==> src/rtl/spi_master.sv <==
// spi_master: mode-0 SPI master moving one 96-bit frame per start.
// Sends {addr, wdata, 32'h0} and returns words two and three.
module spi_master #(
  parameter int CLK_DIV = 100
) (
  input  logic        clk,
  input  logic        rstn,
  input  logic        start,
  input  logic [31:0] addr,
  input  logic [31:0] wdata,
  output logic        busy,
  output logic        done,
  output logic [31:0] rdata,
  output logic [31:0] rstat,
  output logic        spi_sck,
  output logic        spi_ss_n,
  output logic        spi_mosi,
  input  logic        spi_miso
);

  localparam int CW = $clog2(CLK_DIV) + 1;
  localparam logic [CW-1:0] RELOAD = CW'(CLK_DIV - 1);
  localparam logic [6:0] LAST_BIT = 7'd96;

  typedef enum logic [1:0] {
    IDLE,
    SHIFT,
    HOLD,
    GAP
  } state_t;

  state_t        state;
  logic [CW-1:0] hcnt;
  logic [6:0]    bit_cnt;
  logic [94:0]   tx_sr;
  logic [63:0]   rx_sr;
  logic          tick;

  // A half-period boundary is reached when the phase counter hits zero.
  assign tick = (hcnt == '0);

  // Frame sequencer: drives SCK/SS/MOSI, shifts data, reports completion.
  always_ff @(posedge clk) begin
    done <= 1'b0;
    if (!rstn) begin
      state    <= IDLE;
      busy     <= 1'b0;
      rdata    <= '0;
      rstat    <= '0;
      spi_sck  <= 1'b0;
      spi_ss_n <= 1'b1;
      spi_mosi <= 1'b0;
      hcnt     <= '0;
      bit_cnt  <= '0;
      tx_sr    <= '0;
      rx_sr    <= '0;
    end else begin
      unique case (state)
        IDLE: begin
          if (start) begin
            state    <= SHIFT;
            busy     <= 1'b1;
            spi_ss_n <= 1'b0;
            spi_sck  <= 1'b0;
            spi_mosi <= addr[31];
            tx_sr    <= {addr[30:0], wdata, 32'h0};
            hcnt     <= RELOAD;
            bit_cnt  <= '0;
          end
        end
        SHIFT: begin
          if (!tick) begin
            hcnt <= hcnt - 1'b1;
          end else begin
            hcnt <= RELOAD;
            if (!spi_sck) begin
              spi_sck <= 1'b1;
              rx_sr   <= {rx_sr[62:0], spi_miso};
              bit_cnt <= bit_cnt + 1'b1;
            end else if (bit_cnt == LAST_BIT) begin
              spi_sck  <= 1'b0;
              spi_mosi <= 1'b0;
              state    <= HOLD;
            end else begin
              spi_sck  <= 1'b0;
              spi_mosi <= tx_sr[94];
              tx_sr    <= {tx_sr[93:0], 1'b0};
            end
          end
        end
        HOLD: begin
          if (!tick) begin
            hcnt <= hcnt - 1'b1;
          end else begin
            hcnt     <= RELOAD;
            spi_ss_n <= 1'b1;
            state    <= GAP;
          end
        end
        GAP: begin
          if (!tick) begin
            hcnt <= hcnt - 1'b1;
          end else begin
            state <= IDLE;
            busy  <= 1'b0;
            done  <= 1'b1;
            rdata <= rx_sr[63:32];
            rstat <= rx_sr[31:0];
          end
        end
        default: state <= IDLE;
      endcase
    end
  end

endmodule

==> config.mk <==
export PLATFORM = sky130hd
export DESIGN_NAME = spi_master
export DESIGN_NICKNAME = d
export VERILOG_FILES = /design/src/rtl/spi_master.sv
export SDC_FILE = /design/constraint.sdc
export NUM_CORES = 1
export LEC_CHECK = 0
export CAP_MARGIN = 20
export CORE_ASPECT_RATIO = 0.8
export CORE_MARGIN = 2
export CORE_UTILIZATION = 53
export DETAILED_ROUTE_END_ITERATION = 8
export GPL_TIMING_DRIVEN = 0
export PLACE_DENSITY_LB_ADDON = 0.2
export SYNTH_ARGS = -nofsm -noshare
export SYNTH_HDL_FRONTEND = slang
export SYNTH_SLANG_ARGS = --single-unit
==> constraint.sdc <==
create_clock -name clk -period 2.5 [get_ports clk]
set_input_delay 0.25 -clock clk [delete_from_list [all_inputs] [get_ports clk]]
set_output_delay 0.25 -clock clk [all_outputs]
set_load 0.01 [all_outputs]
Yosys cells after proc, flatten, opt, wreduce, memory -nomap -nowiden
Index checks and enable logic that the tools add are counted.

word-level totals
  bits in registers = 245
  bits of input ports = 68
  logic and storage cells = 80

operators by class
  add/subtract/negate cells = 2
  equality and inequality tests = 13
  multiplexer cells = 35
  bitwise logic cells = 1
  reduce and logical (&&, ||, !) cells = 17

operators with widths
  kind                 count
  $mux 95              4
  $pmux 95 s2          1
  $mux 8               3
  $pmux 8 s3           1
  $mux 7               3
  $ne 2x2->1 const B   9
  $pmux 7 s2           1
  $mux 2               6
  $reduce_and 3->1     4
  $mux 1               11
  $logic_not 8->1      1
  $pmux 1 s2           4
  $pmux 2 s4           1
  $reduce_and 4->1     2
  $sub 8x1->8 const B  1
  $add 7x1->7 const B  1
  $eq 7x7->1 const B   1
  $reduce_and 2->1     3
  $reduce_and 6->1     1
  $reduce_bool 2->1    3
  $reduce_and 5->1     1
  $eq 2x2->1 const B   2
  $eq 2x1->1 const B   1
  $logic_not 2->1      1
  2 further kinds      2

Depth between registers and ports, before layout
  depth in word-level cells = 5
  mapped depth = 9

Least setup slack after synthesis
No wires, ideal clock.

  kind = register to register
  from = register hcnt[0]
  to = register bit_cnt[6]
  library setup time = 0.070 ns
  arrival time = 2.118 ns
  slack = 0.312 ns
  stages on the path, launching flop included = 8
  cells stage by stage = dfxtp_1 > inv_1 > ha_1 > or3b_2 > buf_2 > o31a_2 > or4_1 > a21oi_1

on the way
  cells in the longest elaborated chain, start to end = 3

RTL lines
  element                     line  RTL
  start, declared             33    logic [CW-1:0] hcnt;
  start signal, assigned      73    hcnt <= hcnt - 1'b1;
  start signal, assigned      93    hcnt <= hcnt - 1'b1;
  start signal, assigned      102   hcnt <= hcnt - 1'b1;
  $logic_not 8->1             40    assign tick = (hcnt == '0);
  $ne 2x2->1 (no line)        n/a
  $reduce_and 4->1 (no line)  n/a
  end signal, assigned        79    bit_cnt <= bit_cnt + 1'b1;
  end, declared               34    logic [6:0] bit_cnt;

No other way between the ends.
A chain may end at the register's enable or synchronous reset.

Worst setup path in the final report
Same ends and word-level chain as after synthesis.

==> results.sh <==
export IMPL_outcome="complete, no violations"
export IMPL_p_per_area_nw_per_um2=965
export IMPL_synth_main_ff_cell="dfxtp_1"
export IMPL_htree_levels=1
export IMPL_yosys_warnings=0
export IMPL_coreArea_um2=15100
export IMPL_die_h_um=116
export IMPL_switchingPower_w=0.00326
export IMPL_dp_cells=1345
export IMPL_stdcell_count=1381
export IMPL_clk_insertion_delay_late_ns=0.50
export IMPL_final_area_um2=10700
export IMPL_hp_class="in -> reg"
export IMPL_synthArstFlopShare=0
export IMPL_netSwitchingFraction=0.316
export IMPL_clock_sinks=213
export IMPL_rows=40
export IMPL_fin_crit_ns=2.41
export IMPL_via_count=7447
export IMPL_cts_tree="done"
export IMPL_crit_fanout=10
export IMPL_cp_end_kind="register"
export IMPL_drive_gt1_frac=0.120
export IMPL_diodes=0
export IMPL_fmax_mhz=414
export IMPL_worst_pin_slew_ns=0.728
export IMPL_worstSetupStartpointType="register"
export IMPL_slew_headroom=0.501
export IMPL_grt_max_degree=16
export IMPL_criticalPathCategory="reg -> reg"
export IMPL_routed_wirelength_mm=20.2
export IMPL_port_buffer_count=136
export IMPL_cp_arrival_ns=2.84
export IMPL_vdd_drop_max_uv=473
export IMPL_gp_congestion=0.849
export IMPL_synth_edf_count=0
export IMPL_fillers=1252
export IMPL_grt_pass1_wl_mm=33.1
export IMPL_drcViolationCount=0
export IMPL_post_dp_hpwl_mm=13.8
export IMPL_vias_per_cell=5.39
export IMPL_cts_buffers=21
export IMPL_power_frac_comb=0.263
export IMPL_area_growth_pct=29.6
export IMPL_place_area_um2=9860
export IMPL_clk_pin_slew_worst_paths_ns=0.06
export IMPL_drv_slew=0
export IMPL_total_power_w=0.0103
export IMPL_firstDrtPassIters=5
export IMPL_leakage_nw=3.76
export IMPL_grt_pass1_vias=6961
export IMPL_drv_cap=0
export IMPL_die_w_um=143
export IMPL_synth_seq_cells=213
export IMPL_whs_ns=0.325
export IMPL_period_share=0.965
export IMPL_critPathRequiredTime_ns=2.92
export IMPL_nets=1231
export IMPL_track_usage=0.241
export IMPL_seqPwrFrac=0.414
export IMPL_start_util=0.545
export IMPL_clkPwrFrac=0.323
export IMPL_grt_overflow=0
export IMPL_synth_area_um2=8240
export IMPL_ys_types=52
export IMPL_cts_max_path_buffers=3
export IMPL_antenna_found_initial=0
export IMPL_syn_nets=1074
export IMPL_p_int_w=0.00704
export IMPL_cts_root_buf="clkbuf_16"
export IMPL_finClkSkew_ns=0.00838
export IMPL_syn_instance_count=999
export IMPL_routedWlPerCell_um=14.6
export IMPL_die_area_um2=16600
export IMPL_io_pins=137
export IMPL_hold_buffers=0
export IMPL_yosysSeqAreaShare=0.518
export IMPL_initialDrtViolationCount=511
export IMPL_synth_area_per_cell_um2=8.25
export IMPL_antenna_left=0
export IMPL_finalSetupViolCount=0
export IMPL_finalHoldViolCount=0
## worst max-delay path, stage by stage (launching register included)
cell     delay [ns]
dfxtp_1        0.35
inv_1          0.08
ha_2           0.20
or3b_2         0.59
o31a_4         0.40
or4_1          0.55
a21oi_2        0.17
## power groups by stage
stage                     logic, W  registers (W)  clock network [W]
after floorplan            0.00192        0.00422                  0
after global placement     0.00254        0.00429                  0
after detailed placement   0.00260        0.00430                  0
after CTS                  0.00263        0.00425            0.00338
after global routing       0.00299        0.00434            0.00350
final                      0.00271        0.00427            0.00333
## state kept, by name, summed over array words and instances, names as in the netlist
signal    count
bit_cnt       7
busy          1
done          1
hcnt          8
rdata        32
rstat        32
rx_sr        64
spi_mosi      1
spi_sck       1
spi_ss_n      1
state         2
tx_sr        63
## Yosys cell counts (2+ instances only)
cell type  count  area [um^2]
mux2i_1        2         20.0
nand2_1      273         1020
inv_1          8         30.0
or2_2          2         12.5
nor2_1       128          480
dfxtp_1      213         4260
or4b_4         2         27.5
a21o_1         2         15.0
a211oi_1       2         15.0
nor3_1         5         25.0
clkbuf_1      59          221
nor2b_1        2         12.5
o21ai_0       11         55.1
buf_2          4         20.0
and3_1         2         12.5
or3_1          5         31.3
a21oi_1      143          716
o31a_2         2         20.0
ha_1           7         87.6
o31ai_1        6         45.0
o22ai_1        3         18.8
nor4_1         2         12.5
o221a_2       62          698
buf_4          2         15.0
nand3_1        7         35.0
a21boi_0       2         15.0
a31oi_1        3         18.8
buf_1          8         30.0
nor3b_1        2         15.0
or4_1          4         30.0
nand4_1        3         18.8
nand2b_1       3         18.8
## stage by stage
step	setup TNS [ns]	util	worst slack (ns)
final	0	0.707	0.0869
after global routing	-0.00310	0.707	-0.00310
after CTS	0	0.702	0.0143
after detailed placement	-33.42	0.653	-0.314
after global placement	-30.36	0.653	-0.287
after floorplan	0	-	0.312
## worst paths after layout
path         slack (ns)              startpoint  cells past startpoint                 endpoint
max reg2reg        0.09    hcnt[0]$_SDFFE_PN0P_                      6  bit_cnt[6]$_SDFFE_PN0P_
min                0.32                wdata[0]                      3   tx_sr[32]$_SDFFE_PN0P_
min reg2reg        0.45  rdata[10]$_SDFFE_PN0P_                      2   rdata[10]$_SDFFE_PN0P_
max                0.09    hcnt[0]$_SDFFE_PN0P_                      6  bit_cnt[6]$_SDFFE_PN0P_
## repair_timing
| item | CTS | global route |
|---|---|---|
| hold endpoints to repair | 0 | 0 |
| gates resized for setup | 3 | 45 |
| pin swaps | 0 | 0 |
| setup buffers | 0 | 1 |
| endpoints found under the setup margin | 144 | 184 |
| cloned | 0 | 0 |
## cells in the final DEF (no fill, tap or decap), drive strengths merged, types with 3 or more instances in the layout
cell / n
bufinv: 3
or4: 4
o221a: 62
clkbuf: 89
a31oi: 3
buf: 10
ha: 7
nand4: 3
clkinv: 4
nand3: 7
nor2: 128
o22ai: 3
clkdlybuf4s50: 136
nand2: 273
dfxtp: 213
o21ai: 11
nand2b: 3
o31ai: 6
inv: 10
a21oi: 143
or3: 6
nor3: 5
## layout make-up
| class | count | area (um^2) | area share |
|---|---|---|---|
| flip-flops and latches | 213 | 4260 | 0.399 |
| multi-input cells | 703 | 3700 | 0.346 |
| repair buffers | 137 | 1370 | 0.128 |
| clock buffers | 28 | 602 | 0.0564 |
| plain buffers | 71 | 313 | 0.0293 |
| well taps | 210 | 263 | 0.0246 |
| clock inverters | 10 | 138 | 0.0129 |
| inverters | 9 | 33.8 | 0.00316 |
## cell families after synthesis
kind of cell,Yosys count,share of synthesized area
AND/OR/NAND/NOR,446,0.219
AO/OA/AOI/OAI,247,0.209
flip-flops,213,0.518
buffers and inverters,83,0.0399
adder cells (fa/ha/maj),7,0.0106
multiplexers,3,0.00380
## layer usage
metal  track usage  routed length, um  share of wire
met5             0                  0              0
met4        0.0667                456          0.023
met3        0.0434               1180          0.059
met2         0.381               8930           0.44
met1         0.343               9600           0.48
Note: power is estimated with default switching activity, not from simulation.
